## config.mk

```make
export PLATFORM = sky130hd
export DESIGN_NAME = booth_mult_seq
export DESIGN_NICKNAME = d
export VERILOG_FILES = /design/src/rtl/alu_pkg.sv /design/src/rtl/signed_adder.sv /design/src/rtl/booth_mult_seq.sv
export SDC_FILE = /design/constraint.sdc
export NUM_CORES = 1
export LEC_CHECK = 0
export BUFFER_PORTS_ARGS = -buffer_cell sky130_fd_sc_hd__buf_2
export CAP_MARGIN = 20
export CORE_ASPECT_RATIO = 0.6
export CORE_MARGIN = 4
export CORE_UTILIZATION = 57
export CTS_BUF_LIST = sky130_fd_sc_hd__clkbuf_8 sky130_fd_sc_hd__clkbuf_16
export CTS_CLUSTER_DIAMETER = 30
export DETAILED_ROUTE_END_ITERATION = 7
export GPL_ROUTABILITY_DRIVEN = 0
export PLACE_DENSITY = 0.77
export SYNTH_ARGS = -nofsm -noshare
export SYNTH_HDL_FRONTEND = slang
export SYNTH_HIERARCHICAL = 1
export SYNTH_SLANG_ARGS = --single-unit
```

## constraint.sdc

```tcl
create_clock -name clk -period 3.74 [get_ports clk]
set_input_delay 0 -clock clk [delete_from_list [all_inputs] [get_ports clk]]
set_output_delay 0 -clock clk [all_outputs]
set_load 0.005 [all_outputs]
```

## src/rtl/alu_pkg.sv

```systemverilog
`default_nettype none
// ============================================================================
// Module      : alu_pkg
// Description : Shared ALU definitions: multiplier FSM states and Booth
//               radix-2 decode constants.
// Revision    : 1.0 - initial release
// ============================================================================
package alu_pkg;

  // Multiplier sequencer states; done is a separate registered pulse.
  typedef enum logic {
    ST_IDLE = 1'b0,
    ST_RUN  = 1'b1
  } state_t;

  // Booth decode of {Q[0], q_1}
  localparam logic [1:0] BOOTH_NOP0 = 2'b00;
  localparam logic [1:0] BOOTH_ADD  = 2'b01;
  localparam logic [1:0] BOOTH_SUB  = 2'b10;
  localparam logic [1:0] BOOTH_NOP1 = 2'b11;

endpackage : alu_pkg
`default_nettype wire

```

## src/rtl/signed_adder.sv

```systemverilog
`default_nettype none
// ============================================================================
// Module      : signed_adder
// Description : Two's complement add/subtract datapath. i_add_sub=0 adds,
//               i_add_sub=1 subtracts (i_a - i_b). Provides carry-out and
//               signed overflow status.
// Revision    : 1.0 - initial release
// ============================================================================
module signed_adder #(
  parameter int WIDTH = 8
) (
  input  logic [WIDTH-1:0] i_a,
  input  logic [WIDTH-1:0] i_b,
  input  logic             i_add_sub,
  output logic [WIDTH-1:0] o_sum,
  output logic             o_cout,
  output logic             o_overflow
);

  logic [WIDTH-1:0] w_b_eff;
  logic [WIDTH:0]   w_full;

  // Subtraction is addition of the one's complement plus a carry-in of one.
  assign w_b_eff    = i_b ^ {WIDTH{i_add_sub}};
  assign w_full     = {1'b0, i_a} + {1'b0, w_b_eff} + {{WIDTH{1'b0}}, i_add_sub};
  assign o_sum      = w_full[WIDTH-1:0];
  assign o_cout     = w_full[WIDTH];
  // Signed overflow: both effective operands share a sign the sum does not.
  assign o_overflow = (i_a[WIDTH-1] == w_b_eff[WIDTH-1]) &&
                      (o_sum[WIDTH-1] != i_a[WIDTH-1]);

endmodule : signed_adder
`default_nettype wire

```

## src/rtl/booth_mult_seq.sv

```systemverilog
`default_nettype none
// ============================================================================
// Module      : booth_mult_seq
// Description : Multi-cycle signed multiplier, radix-2 Booth recoding. One
//               shared add/sub datapath is stepped WIDTH times per multiply.
//               start/busy/done handshake; 2*WIDTH-bit product with
//               negative/zero flags registered alongside it.
// Revision    : 1.0 - initial release
// ============================================================================
module booth_mult_seq
  import alu_pkg::*;
#(
  parameter int WIDTH = 8,
  parameter int CNT_W = $clog2(WIDTH + 1)
) (
  input  logic                 clk,
  input  logic                 reset,
  input  logic                 start,
  input  logic [WIDTH-1:0]     x,
  input  logic [WIDTH-1:0]     y,
  output logic                 busy,
  output logic                 done,
  output logic [2*WIDTH-1:0]   p,
  output logic                 negative,
  output logic                 zero
);

  // Sequencer state
  state_t             r_state;
  state_t             w_state_nxt;
  logic               w_accept;
  logic               w_last;

  // Booth datapath: accumulator is one bit wider than the operands so that
  // A - M cannot overflow even for M = -2^(WIDTH-1).
  logic [WIDTH:0]     r_a;
  logic [WIDTH-1:0]   r_q;
  logic               r_q1;
  logic [WIDTH:0]     r_m;
  logic [CNT_W-1:0]   r_cnt;

  // Result registers
  logic [2*WIDTH-1:0] r_p;
  logic               r_neg;
  logic               r_zero;
  logic               r_done;

  logic [1:0]         w_booth;
  logic               w_sub;
  logic [WIDTH:0]     w_sum;
  logic [WIDTH:0]     w_a_step;
  logic [WIDTH:0]     w_a_shift;
  logic [WIDTH-1:0]   w_q_shift;
  logic [2*WIDTH-1:0] w_prod;

  assign w_booth = {r_q[0], r_q1};
  assign w_sub   = (w_booth == BOOTH_SUB);

  // The adder is always driven; its result is used only on ADD/SUB steps.
  signed_adder #(
    .WIDTH (WIDTH + 1)
  ) u_add (
    .i_a        (r_a),
    .i_b        (r_m),
    .i_add_sub  (w_sub),
    .o_sum      (w_sum),
    .o_cout     (),
    .o_overflow ()
  );

  assign w_a_step  = ((w_booth == BOOTH_ADD) || (w_booth == BOOTH_SUB)) ? w_sum : r_a;
  // Arithmetic right shift of {A', Q, q_1}: A's MSB is replicated.
  assign w_a_shift = {w_a_step[WIDTH], w_a_step[WIDTH:1]};
  assign w_q_shift = {w_a_step[0], r_q[WIDTH-1:1]};
  // Product is {A[WIDTH-1:0], Q} of the shifted value.
  assign w_prod    = {w_a_shift[WIDTH-1:0], w_q_shift};

  // State register
  always_ff @(posedge clk) begin
    if (reset) begin
      r_state <= ST_IDLE;
    end else begin
      r_state <= w_state_nxt;
    end
  end

  // Next-state decode: accept in IDLE, leave RUN on the final iteration
  always_comb begin
    w_state_nxt = r_state;
    w_accept    = 1'b0;
    w_last      = 1'b0;
    case (r_state)
      ST_IDLE: begin
        if (start) begin
          w_accept    = 1'b1;
          w_state_nxt = ST_RUN;
        end
      end
      ST_RUN: begin
        if (r_cnt == CNT_W'(1)) begin
          w_last      = 1'b1;
          w_state_nxt = ST_IDLE;
        end
      end
      default: w_state_nxt = ST_IDLE;
    endcase
  end

  // Operand load, Booth iteration, and result capture on the final step
  always_ff @(posedge clk) begin
    if (reset) begin
      r_a    <= '0;
      r_q    <= '0;
      r_q1   <= 1'b0;
      r_m    <= '0;
      r_cnt  <= '0;
      r_p    <= '0;
      r_neg  <= 1'b0;
      r_zero <= 1'b1;
      r_done <= 1'b0;
    end else begin
      r_done <= w_last;
      if (w_accept) begin
        r_a   <= '0;
        r_q   <= y;
        r_q1  <= 1'b0;
        r_m   <= {x[WIDTH-1], x};
        r_cnt <= CNT_W'(WIDTH);
      end else if (r_state == ST_RUN) begin
        r_a   <= w_a_shift;
        r_q   <= w_q_shift;
        r_q1  <= r_q[0];
        r_cnt <= r_cnt - CNT_W'(1);
        if (w_last) begin
          r_p    <= w_prod;
          r_neg  <= w_prod[2*WIDTH-1];
          r_zero <= (w_prod == '0);
        end
      end
    end
  end

  assign busy     = (r_state == ST_RUN);
  assign done     = r_done;
  assign p        = r_p;
  assign negative = r_neg;
  assign zero     = r_zero;

endmodule : booth_mult_seq
`default_nettype wire
```

==> results of run 1 <==
## worst max-delay path by stage
stage	depth (start not counted)	slack, ns	end
2_1_floorplan	12	0.86	zero
3_3_place_gp	10	0.62	zero
3_5_place_dp	10	0.49	zero
4_1_cts	10	0.43	zero
5_1_grt	10	0.19	zero
6_report	10	0.42	zero
## power groups by stage
| stage | clock, mW | combinational [mW] | sequential [mW] |
|---|---|---|---|
| 3_3_place_gp | 0 | 0.204 | 0.570 |
| 6_report | 0.394 | 0.221 | 0.560 |
| 2_1_floorplan | 0 | 0.171 | 0.564 |
| 5_1_grt | 0.421 | 0.245 | 0.564 |
| 4_1_cts | 0.400 | 0.219 | 0.559 |
| 3_5_place_dp | 0 | 0.210 | 0.571 |
## state kept, by name (all words and copies together), names as in the netlist
name   count
busy       1
done       1
p         16
r_a        8
r_cnt      4
r_m        8
r_q        8
r_q1       1
zero       1
## metal layers
layer	part of all wire [%]	up-vias	track usage, %
li1	-	1039	-
met1	52	959	31.84
met2	42	52	30.59
met3	6.0	4	5.584
met4	0.52	0	3.704
met5	0	-	0
## layout make-up
type	count	area (um2)	area share, %
Multi-Input combinational cell	206	1394	49.01
Sequential cell	48	960.9	33.79
Timing Repair Buffer	47	277.8	9.767
Clock buffer	6	82.58	2.904
Tap cell	60	75.07	2.640
Clock inverter	2	38.79	1.364
Inverter	4	15.01	0.5279
## critical path, delay by kind of cell (launching register included)
family                     cells  cell delay [ns]
xor gates and xnor gates       1             0.30
DFF                            1             0.38
and+or+nand+nor                4             1.10
AOI/OAI and AO/OA              3             0.71
adders and majority gates      2             0.75
## per-stage QoR
stage               std cells  hold slack, ns  total power, mW
CTS                       373         0.05790            1.178
detailed placement        357          0.2467           0.7807
floorplan                 279          0.1360           0.7352
finish                    373         0.06531            1.176
global route              373         0.08017            1.229
global placement          357          0.2420           0.7740
## what timing repair did
item	CTS	global route
hold buffers	8	0
setup buffers	0	0
hold endpoints to repair	8	0
==> qor.json, run 1 <==
{
  "critical-path-max-stage-delay": {"value": 0.54, "unit": "ns"},
  "r2r_start": {"value": "r_q[0]"},
  "initial_utilization": {"value": 60.06, "unit": "%"},
  "slew_headroom": {"value": 36.19, "unit": "%"},
  "cap_viol_max_count": {"value": 0},
  "cts_tree": {"value": "yes"},
  "grt_setup_unrepaired": {"value": "false"},
  "cts_htree_levels": {"value": 2},
  "globalRouteOverflowTotal": {"value": 0},
  "worstSetupStartpoint": {"value": "r_q[0]"},
  "areaGrowthSynthToFinish": {"value": 13.65, "unit": "%"},
  "die_outline_area": {"value": 5549, "unit": "um2"},
  "first_pass_iters": {"value": 4},
  "achievable-frequency": {"value": 0.3008, "unit": "GHz"},
  "power_per_cell_area": {"value": 413.4, "unit": "nW/um2"},
  "stdcell_area": {"value": 2844, "unit": "um2"},
  "n_fill_cell": {"value": 337},
  "layout.cells.most_common_list": {"value": "sky130_fd_sc_hd__dfxtp_1, sky130_fd_sc_hd__buf_2, sky130_fd_sc_hd__nand2_1"},
  "number_of_primary_i_o_pins": {"value": 39},
  "final_common_cell": {"value": "sky130_fd_sc_hd__dfxtp_1"},
  "dpl-instance-area": {"value": 2643, "unit": "um2"},
  "tritoncts_num_sinks": {"value": 48},
  "min_from": {"value": "y[3]"},
  "synth_warn": {"value": 6},
  "path_class": {"value": "reg2reg"},
  "worst_path_max_delay_cell": {"value": "sky130_fd_sc_hd__or4b_1"},
  "first_iter_violations": {"value": 205},
  "worst_ir_drop_vdd": {"value": 0.2019, "unit": "mV"},
  "holdCritPathClass": {"value": "in2reg"},
  "p_sw_share": {"value": 27.38, "unit": "%"},
  "portBuffers": {"value": 38},
  "clk_latency": {"value": 0.30, "unit": "ns"},
  "reg2reg_to": {"value": "zero"},
  "timing.reg2reg.worst_path_depth": {"value": 10},
  "post_cts_resized": {"value": 0},
  "pre_cts_ws": {"value": 0.4948, "unit": "ns"},
  "via_per_instance_ratio": {"value": 5.507},
  "grt_pass1_vias": {"value": 1891},
  "post_detailed_route_drc_marker_count": {"value": 0},
  "share_seq_of_total_power": {"value": 47.6, "unit": "%"},
  "p_leak": {"value": 1.309, "unit": "nW"},
  "clock_power_share": {"value": 33.5, "unit": "%"},
  "cp.required": {"value": 3.95, "unit": "ns"},
  "cts.reportedPaths.clkPinSlew": {"value": 0.09, "unit": "ns"},
  "min_to": {"value": "r_q[3]"},
  "postSynthAreaPerCell": {"value": 8.969, "unit": "um2"},
  "p_switching": {"value": 0.3219, "unit": "mW"},
  "cts-buffers-inserted": {"value": 5},
  "number_of_antenna_violations_at_the_first_check_in_global_routing": {"value": 0},
  "final_nets": {"value": 344},
  "rows": {"value": 18},
  "grt_start_max_net_pins": {"value": 38},
  "power.combinational.fraction": {"value": 18.8, "unit": "%"},
  "path_cells": {"value": "ha_1 > xor2_1 > ha_1 > and2_2 > a211o_1 > and3_1 > or4b_1 > nor3_1 > o211ai_1 > o31ai_1"},
  "report.final.hold_viol_count": {"value": 0},
  "tightest_slew": {"value": 0.9571, "unit": "ns"},
  "tot_gr_track_use": {"value": 21.12, "unit": "%"},
  "antenna_cells": {"value": 0},
  "detailed_place_hpwl": {"value": 3930, "unit": "um"},
  "postRouteWirelength": {"value": 5593, "unit": "um"},
  "drv_slew": {"value": 0},
  "ctsLongestPathBuffers": {"value": 2},
  "setup_slack": {"value": 0.4160, "unit": "ns"},
  "syn-cell-area": {"value": 2502, "unit": "um2"},
  "critical_path_at": {"value": 3.53, "unit": "ns"},
  "grt_pass1_wl": {"value": 9142, "unit": "um"},
  "intPower": {"value": 0.8539, "unit": "mW"},
  "cpMostUsedCell": {"value": "sky130_fd_sc_hd__ha_1"},
  "die_width": {"value": 93.54, "unit": "um"},
  "core_area": {"value": 4167, "unit": "um2"},
  "critical_path_peak_fanout": {"value": 9},
  "hold-path-cell-count": {"value": 4},
  "worst_clock_skew": {"value": 0.01129, "unit": "ns"},
  "finalSetupViolCount": {"value": 0},
  "min_period_over_period": {"value": 88.88, "unit": "%"},
  "start_kind": {"value": "register"},
  "die_height": {"value": 59.33, "unit": "um"},
  "period_needed": {"value": 3.324, "unit": "ns"},
  "cts_root_buf": {"value": "sky130_fd_sc_hd__clkbuf_8"},
  "vias": {"value": 2054},
  "final_layout_size_suffix_gt1_share": {"value": 18.53, "unit": "%"},
  "utilization": {"value": 68.26, "unit": "%"},
  "run_status": {"value": "complete, no violations"},
  "drt.antenna.violating_nets": {"value": 0},
  "wl_per_cell": {"value": 14.99, "unit": "um"},
  "syn-num-nets": {"value": 311},
  "postSynthCellCount": {"value": 279},
  "reg2reg_slack": {"value": 0.42, "unit": "ns"},
  "setup_total_negative_slack": {"value": 0, "unit": "ns"},
  "end_kind": {"value": "register"}
}
Power figures use the tool's default switching activity.
==> run 2, diff against run 1 <==
Settings changed: ABC_AREA set to 1.
==> qor.json, run 2 <==
{
  "postSynthCellCount": {"value": 349, "change": "+25%"},
  "cpMostUsedCell": {"value": "sky130_fd_sc_hd__nand2_1"},
  "antenna_cells": {"value": 0, "change": "unchanged"},
  "endpoint": {"value": "zero"},
  "final_layout_size_suffix_gt1_share": {"value": 20.91, "unit": "%", "change": "+2.4 points"},
  "syn-num-nets": {"value": 381, "change": "+23%"},
  "post-layout-total-power": {"value": 1.176, "unit": "mW", "change": "about the same"},
  "drt.antenna.violating_nets": {"value": 0, "change": "unchanged"},
  "initial_utilization": {"value": 61.11, "unit": "%", "change": "+1.1 points"},
  "ctsLongestPathBuffers": {"value": 2, "change": "unchanged"},
  "syn-cell-area": {"value": 2601, "unit": "um2", "change": "+4.0%"},
  "hold-worst-slack": {"value": 0.01754, "unit": "ns", "change": "-0.04777 ns"},
  "period_needed": {"value": 2.739, "unit": "ns", "change": "-0.5854 ns"},
  "setup_total_negative_slack": {"value": 0, "unit": "ns", "change": "unchanged"},
  "slew_headroom": {"value": 52.56, "unit": "%", "change": "+16 points"},
  "final_nets": {"value": 428, "change": "+24%"},
  "cts.reportedPaths.clkPinSlew": {"value": 0.09, "unit": "ns", "change": "about the same"},
  "worstSetupStartpoint": {"value": "r_q[0]"},
  "die_height": {"value": 60.33, "unit": "um", "change": "+1.7%"},
  "drv_slew": {"value": 0, "change": "unchanged"},
  "critical_path_at": {"value": 2.99, "unit": "ns", "change": "-0.54 ns"},
  "cts_root_buf": {"value": "sky130_fd_sc_hd__clkbuf_8"},
  "tot_gr_track_use": {"value": 22.58, "unit": "%", "change": "+1.5 points"},
  "reg2reg_slack": {"value": 1.00, "unit": "ns", "change": "+0.59 ns"},
  "first_pass_iters": {"value": 4, "change": "unchanged"},
  "tightest_slew": {"value": 0.7108, "unit": "ns", "change": "-0.2463 ns"},
  "min_period_over_period": {"value": 73.22, "unit": "%", "change": "-16 points"},
  "grt_setup_unrepaired": {"value": "false"},
  "r2r_start": {"value": "r_q[0]"},
  "core_area": {"value": 4257, "unit": "um2", "change": "+2.2%"},
  "die_width": {"value": 95.21, "unit": "um", "change": "+1.8%"},
  "dpl-instance-area": {"value": 2788, "unit": "um2", "change": "+5.5%"},
  "final_common_cell": {"value": "sky130_fd_sc_hd__nand2_1"},
  "finalSetupViolCount": {"value": 0, "change": "unchanged"},
  "path_cells": {"value": "ha_1 > xor2_1 > fa_1 > nand3_1 > nand3_2 > nand2_1 > nand2_1 > xor2_1 > inv_1 > nor2_1 > nor2_1 > nand2_1 > nor2_1 > nand3_1 > nand2_1"},
  "globalRouteOverflowTotal": {"value": 0, "change": "unchanged"},
  "start_kind": {"value": "register"},
  "areaGrowthSynthToFinish": {"value": 16.69, "unit": "%"},
  "worst_path_max_delay_cell": {"value": "sky130_fd_sc_hd__ha_1"},
  "p_leak": {"value": 1.589, "unit": "nW", "change": "+21%"},
  "first_iter_violations": {"value": 144, "change": "-30%"},
  "reg2reg_to": {"value": "zero"},
  "post_detailed_route_drc_marker_count": {"value": 0, "change": "unchanged"},
  "clk_latency": {"value": 0.30, "unit": "ns", "change": "about the same"},
  "detailed_place_hpwl": {"value": 4486, "unit": "um", "change": "+14%"},
  "layout.cells.most_common_list": {"value": "sky130_fd_sc_hd__nand2_1, sky130_fd_sc_hd__inv_1, sky130_fd_sc_hd__dfxtp_1"},
  "portBuffers": {"value": 38, "change": "unchanged"},
  "end_kind": {"value": "register"},
  "worst_clock_skew": {"value": 0.005764, "unit": "ns", "change": "-0.005523 ns"},
  "critical_path_peak_fanout": {"value": 9, "change": "unchanged"},
  "wl_per_cell": {"value": 12.97, "unit": "um", "change": "-13%"},
  "run_status": {"value": "complete, no violations"},
  "grt_pass1_wl": {"value": 9936, "unit": "um", "change": "+8.7%"},
  "cts-buffers-inserted": {"value": 5, "change": "unchanged"},
  "power_per_cell_area": {"value": 387.3, "unit": "nW/um2", "change": "-6.3%"},
  "largest_reg_flops": {"value": 16, "change": "unchanged"},
  "stdcell_area": {"value": 3035, "unit": "um2", "change": "+6.7%"},
  "holdCritPathClass": {"value": "in2reg"},
  "synth_warn": {"value": 6, "change": "unchanged"},
  "report.final.hold_viol_count": {"value": 0, "change": "unchanged"},
  "via_per_instance_ratio": {"value": 5.136, "change": "-6.7%"},
  "vias": {"value": 2347, "change": "+14%"},
  "rows": {"value": 18, "change": "unchanged"},
  "post_cts_resized": {"value": 0, "change": "unchanged"},
  "cts_htree_levels": {"value": 2, "change": "unchanged"},
  "grt_pass1_vias": {"value": 2068, "change": "+9.4%"},
  "number_of_antenna_violations_at_the_first_check_in_global_routing": {"value": 0, "change": "unchanged"},
  "cap_viol_max_count": {"value": 0, "change": "unchanged"},
  "critical-path-max-stage-delay": {"value": 0.49, "unit": "ns", "change": "-0.05 ns"},
  "path_class": {"value": "reg2reg"},
  "timing.reg2reg.worst_path_depth": {"value": 15, "change": "+5"},
  "postRouteWirelength": {"value": 5929, "unit": "um", "change": "+6.0%"},
  "grt_start_max_net_pins": {"value": 33, "change": "-13%"},
  "number_of_primary_i_o_pins": {"value": 39, "change": "unchanged"},
  "tritoncts_num_sinks": {"value": 48, "change": "unchanged"},
  "cp.required": {"value": 3.99, "unit": "ns", "change": "+0.04 ns"},
  "die_outline_area": {"value": 5744, "unit": "um2", "change": "+3.5%"},
  "worst_ir_drop_vdd": {"value": 0.2549, "unit": "mV", "change": "+26%"},
  "cts_tree": {"value": "yes"},
  "achievable-frequency": {"value": 0.3651, "unit": "GHz", "change": "+21%"},
  "postSynthAreaPerCell": {"value": 7.453, "unit": "um2", "change": "-17%"}
}
run 2: changes by cell type in the layout (fill, tap and decap cells not counted), moves of 7 or more:
cell | previous run | this run
sky130_fd_sc_hd__mux2i_1 | 20 | 0
sky130_fd_sc_hd__nand3_1 | 1 | 20
sky130_fd_sc_hd__a21oi_1 | 21 | 7
sky130_fd_sc_hd__o21ai_0 | 1 | 15
sky130_fd_sc_hd__mux2_2 | 7 | 0
sky130_fd_sc_hd__a21oi_2 | 0 | 10
sky130_fd_sc_hd__a211oi_1 | 20 | 0
sky130_fd_sc_hd__o21ai_1 | 0 | 11
sky130_fd_sc_hd__nand2_1 | 37 | 77
sky130_fd_sc_hd__o21ai_2 | 0 | 8
sky130_fd_sc_hd__inv_1 | 4 | 52
run 2: power breakdown:
group          internal [mW]  switching (mW)
logic                 0.0959           0.158
registers              0.535          0.0191
clock network          0.196           0.172
run 2: through the flow:
stage	instances	util [%]	setup slack, ns
6_report	457	71.31	1.001
5_1_grt	457	71.31	0.7141
4_1_cts	457	71.31	1.012
3_5_place_dp	435	65.49	1.077
3_3_place_gp	435	65.49	1.172
2_1_floorplan	349	-	1.445
run 2: cell type report:
| type | count | area [um2] |
|---|---|---|
| Multi-Input combinational cell | 230 | 1334 |
| Fill cell | 375 | 1221 |
| Sequential cell | 48 | 960.9 |
| Timing Repair Buffer | 53 | 337.8 |
| Inverter | 58 | 220.2 |
| Tap cell | 60 | 75.07 |
| Clock buffer | 5 | 68.82 |
| Clock inverter | 3 | 38.79 |
run 2: critical path: cells and delay by family, from the launching register on:
| kind | cells | cell delay [ns] |
|---|---|---|
| xor gates and xnor gates | 2 | 0.34 |
| adders and majority gates | 2 | 0.95 |
| and+or+nand+nor | 10 | 0.99 |
| DFF | 1 | 0.36 |
| buffers and inverters | 1 | 0.05 |
run 2: worst min-delay path by stage:
stage,startpoint,endpoint,slack [ns],depth (start not counted)
6_report,y[6],r_q[6],0.02,5
5_1_grt,y[0],r_q[0],0.05,5
4_1_cts,y[6],r_q[6],0.006,5
2_1_floorplan,reset,r_q[7],0.07,1
3_5_place_dp,x[0],r_m[0],0.26,3
3_3_place_gp,x[0],r_m[0],0.25,3
run 2: what timing repair did:
action,4_1_cts,5_1_grt
hold buffers,14,0
hold endpoints to repair,15,0
endpoints found under the setup margin,0,0
setup buffers,0,0
run 2: per-layer routing:
metal  vias up  part of all wire (%)  wire, um  track usage, %
li1       1193                     -         -               -
met1      1085                    49      2901           33.10
met2        63                    43      2549           34.73
met3         6                   7.4       437           4.906
met4         0                  0.69        41           3.696
met5         -                     0         0               0
==> run 3, diff against run 2 <==
Settings changed: ABC_AREA 1 to 0.
Clock period 3.74 ns to 2.63 ns, I/O delays scaled along.
==> qor.json, run 3 (synthesized netlist as in run 1, its figures left out) <==
{
  "r2r_start": {"value": "r_q1"},
  "initial_utilization": {"value": 60.06, "unit": "%", "change": "-1.1 points"},
  "power_per_cell_area": {"value": 537.1, "unit": "nW/um2", "change": "+39%"},
  "path_class": {"value": "reg2reg"},
  "layout.cells.most_common_list": {"value": "sky130_fd_sc_hd__dfxtp_1, sky130_fd_sc_hd__buf_2, sky130_fd_sc_hd__nand2_1"},
  "end_kind": {"value": "register"},
  "final_nets": {"value": 363, "change": "-15%"},
  "achievable-frequency": {"value": 0.3747, "unit": "GHz", "change": "+2.6%"},
  "finalSetupViolCount": {"value": 2, "change": "+2"},
  "globalRouteOverflowTotal": {"value": 0, "change": "unchanged"},
  "tightest_slew": {"value": 0.6952, "unit": "ns", "change": "-0.01560 ns"},
  "endpoint": {"value": "zero"},
  "setup_slack": {"value": -0.03887, "unit": "ns", "change": "-1.040 ns"},
  "detailed_place_hpwl": {"value": 4089, "unit": "um", "change": "-8.8%"},
  "cts-buffers-inserted": {"value": 5, "change": "unchanged"},
  "final_layout_size_suffix_gt1_share": {"value": 26.81, "unit": "%", "change": "+5.9 points"},
  "number_of_antenna_violations_at_the_first_check_in_global_routing": {"value": 0, "change": "unchanged"},
  "post-layout-total-power": {"value": 1.627, "unit": "mW", "change": "+38%"},
  "worst_path_max_delay_cell": {"value": "sky130_fd_sc_hd__or4b_4"},
  "slew_headroom": {"value": 53.65, "unit": "%", "change": "+1.1 points"},
  "wl_per_cell": {"value": 14.47, "unit": "um", "change": "+12%"},
  "postCtsSetupRepairBufs": {"value": 0, "change": "unchanged"},
  "grt_pass1_vias": {"value": 2022, "change": "-2.2%"},
  "via_per_instance_ratio": {"value": 5.411, "change": "+5.4%"},
  "portBuffers": {"value": 38, "change": "unchanged"},
  "critical_path_peak_fanout": {"value": 6, "change": "-3"},
  "cts_root_buf": {"value": "sky130_fd_sc_hd__clkbuf_8"},
  "report.final.hold_viol_count": {"value": 0, "change": "unchanged"},
  "critical-path-max-stage-delay": {"value": 0.49, "unit": "ns", "change": "about the same"},
  "path_cells": {"value": "inv_2 > ha_4 > xor2_1 > ha_1 > a21o_1 > a211o_1 > and3_1 > or4b_4 > nor3_2 > o211ai_1 > o31ai_1"},
  "postRouteWirelength": {"value": 5674, "unit": "um", "change": "-4.3%"},
  "drt.antenna.violating_nets": {"value": 0, "change": "unchanged"},
  "p_leak": {"value": 1.401, "unit": "nW", "change": "-12%"},
  "failed_checks": {"value": "negative setup slack"},
  "core_area": {"value": 4167, "unit": "um2", "change": "-2.1%"},
  "grt_pass1_wl": {"value": 9639, "unit": "um", "change": "-3.0%"},
  "number_of_primary_i_o_pins": {"value": 39, "change": "unchanged"},
  "final_common_cell": {"value": "sky130_fd_sc_hd__dfxtp_1"},
  "cts.reportedPaths.clkPinSlew": {"value": 0.09, "unit": "ns", "change": "about the same"},
  "ctsLongestPathBuffers": {"value": 2, "change": "unchanged"},
  "reg2reg_slack": {"value": -0.04, "unit": "ns", "change": "-1.04 ns"},
  "worst_ir_drop_vdd": {"value": 0.3253, "unit": "mV", "change": "+28%"},
  "tot_gr_track_use": {"value": 22.04, "unit": "%", "change": "-0.55 points"},
  "largest_reg_flops": {"value": 16, "change": "unchanged"},
  "die_width": {"value": 93.54, "unit": "um", "change": "-1.8%"},
  "die_outline_area": {"value": 5549, "unit": "um2", "change": "-3.4%"},
  "run_status": {"value": "finished, violations left"},
  "drv_slew": {"value": 0, "change": "unchanged"},
  "post_detailed_route_drc_marker_count": {"value": 0, "change": "unchanged"},
  "tritoncts_num_sinks": {"value": 48, "change": "unchanged"},
  "holdCritPathClass": {"value": "in2reg"},
  "worst_clock_skew": {"value": 0.006796, "unit": "ns", "change": "+0.001032 ns"},
  "start_kind": {"value": "register"},
  "cap_viol_max_count": {"value": 0, "change": "unchanged"},
  "clk_latency": {"value": 0.30, "unit": "ns", "change": "about the same"},
  "antenna_cells": {"value": 0, "change": "unchanged"},
  "first_iter_violations": {"value": 62, "change": "-57%"},
  "period_needed": {"value": 2.669, "unit": "ns", "change": "-0.06974 ns"},
  "reg2reg_to": {"value": "zero"},
  "grt_setup_unrepaired": {"value": "true"},
  "grt_start_max_net_pins": {"value": 37, "change": "+12%"},
  "cts_tree": {"value": "yes"},
  "first_pass_iters": {"value": 4, "change": "unchanged"},
  "utilization": {"value": 72.70, "unit": "%", "change": "+1.4 points"},
  "die_height": {"value": 59.33, "unit": "um", "change": "-1.7%"},
  "cts_htree_levels": {"value": 2, "change": "unchanged"},
  "worstSetupStartpoint": {"value": "r_q1"},
  "pre_cts_ws": {"value": -0.2719, "unit": "ns", "change": "-1.349 ns"},
  "rows": {"value": 18, "change": "unchanged"},
  "min_period_over_period": {"value": 101.5, "unit": "%", "change": "+28 points"},
  "areaGrowthSynthToFinish": {"value": 21.05, "unit": "%"},
  "critical_path_at": {"value": 2.89, "unit": "ns", "change": "-0.10 ns"},
  "timing.reg2reg.worst_path_depth": {"value": 11, "change": "-4"},
  "cp.required": {"value": 2.85, "unit": "ns", "change": "-1.14 ns"},
  "vias": {"value": 2121, "change": "-9.6%"}
}
-- run 3: cell types whose count changed in the layout (fill, tap and decap cells not counted), sizes merged, moves of 8 or more --
cell / previous run / this run
buf: 39 / 58
nand2: 84 / 37
mux2i: 0 / 20
o21ai: 34 / 1
nand3: 21 / 1
mux2: 0 / 8
inv: 59 / 5
a211oi: 0 / 20
-- run 3: per-stage QoR --
step	setup TNS, ns	area [um2]	cells	hold WS (ns)
after global routing	-0.3324	3029	392	0.07796
after detailed placement	-0.5912	2793	376	0.2467
after CTS	-0.01523	3022	392	0.05634
after floorplan	-0.1322	2510	279	0.1360
after global placement	-0.4315	2793	376	0.2424
final	-0.05209	3029	392	0.05771
-- run 3: cell type report --
class / instances / area, um2
inverter: 4 / 15.01
timing repair buffer: 66 / 420.4
sequential: 48 / 963.4
multi-input combinational: 206 / 1459
clock inverter: 2 / 13.76
clock buffer: 6 / 82.58
tap: 60 / 75.07
fill: 343 / 1137
-- run 3: worst min-delay path by stage --
| stage | to | slack (ns) | start | cells past startpoint |
|---|---|---|---|---|
| 3_3_place_gp | r_m[1] | 0.24 | x[1] | 3 |
| 6_report | r_q[5] | 0.06 | y[5] | 4 |
| 4_1_cts | r_q[5] | 0.06 | y[5] | 4 |
| 3_5_place_dp | r_m[1] | 0.25 | x[1] | 3 |
| 2_1_floorplan | r_m[2] | 0.14 | x[2] | 2 |
| 5_1_grt | r_q[0] | 0.08 | y[0] | 4 |
-- run 3: power breakdown --
part | leakage (nW) | total (mW) | internal, mW | switching, mW
logic | 0.957 | 0.374 | 0.185 | 0.188
clock network | 0.0516 | 0.456 | 0.215 | 0.241
registers | 0.392 | 0.797 | 0.762 | 0.0352
total | 1.40 | 1.63 | 1.16 | 0.465
-- run 3: per-layer routing --
metal	global-route usage, %	wire length (um)
met5	0	0
met1	32.21	2865
met3	4.822	305
met4	4.938	38
met2	33.54	2465
-- run 3: timing repair --
item / in CTS / in global routing
hold buffers: 8 / 0
hold endpoints to repair: 8 / 0
gates resized for setup: 15 / 2
setup endpoints to repair: 4 / 4
pin swaps: 8 / 2
-- run 3: critical path, delay by kind of cell, from the launching register on --
kind | cells | cell delay, ns
AO/OA/AOI/OAI | 4 | 0.78
adder cells (fa/ha/maj) | 2 | 0.50
AND/OR/NAND/NOR | 3 | 0.76
XOR/XNOR | 1 | 0.16
buffers and inverters | 1 | 0.04
flip-flops | 1 | 0.34
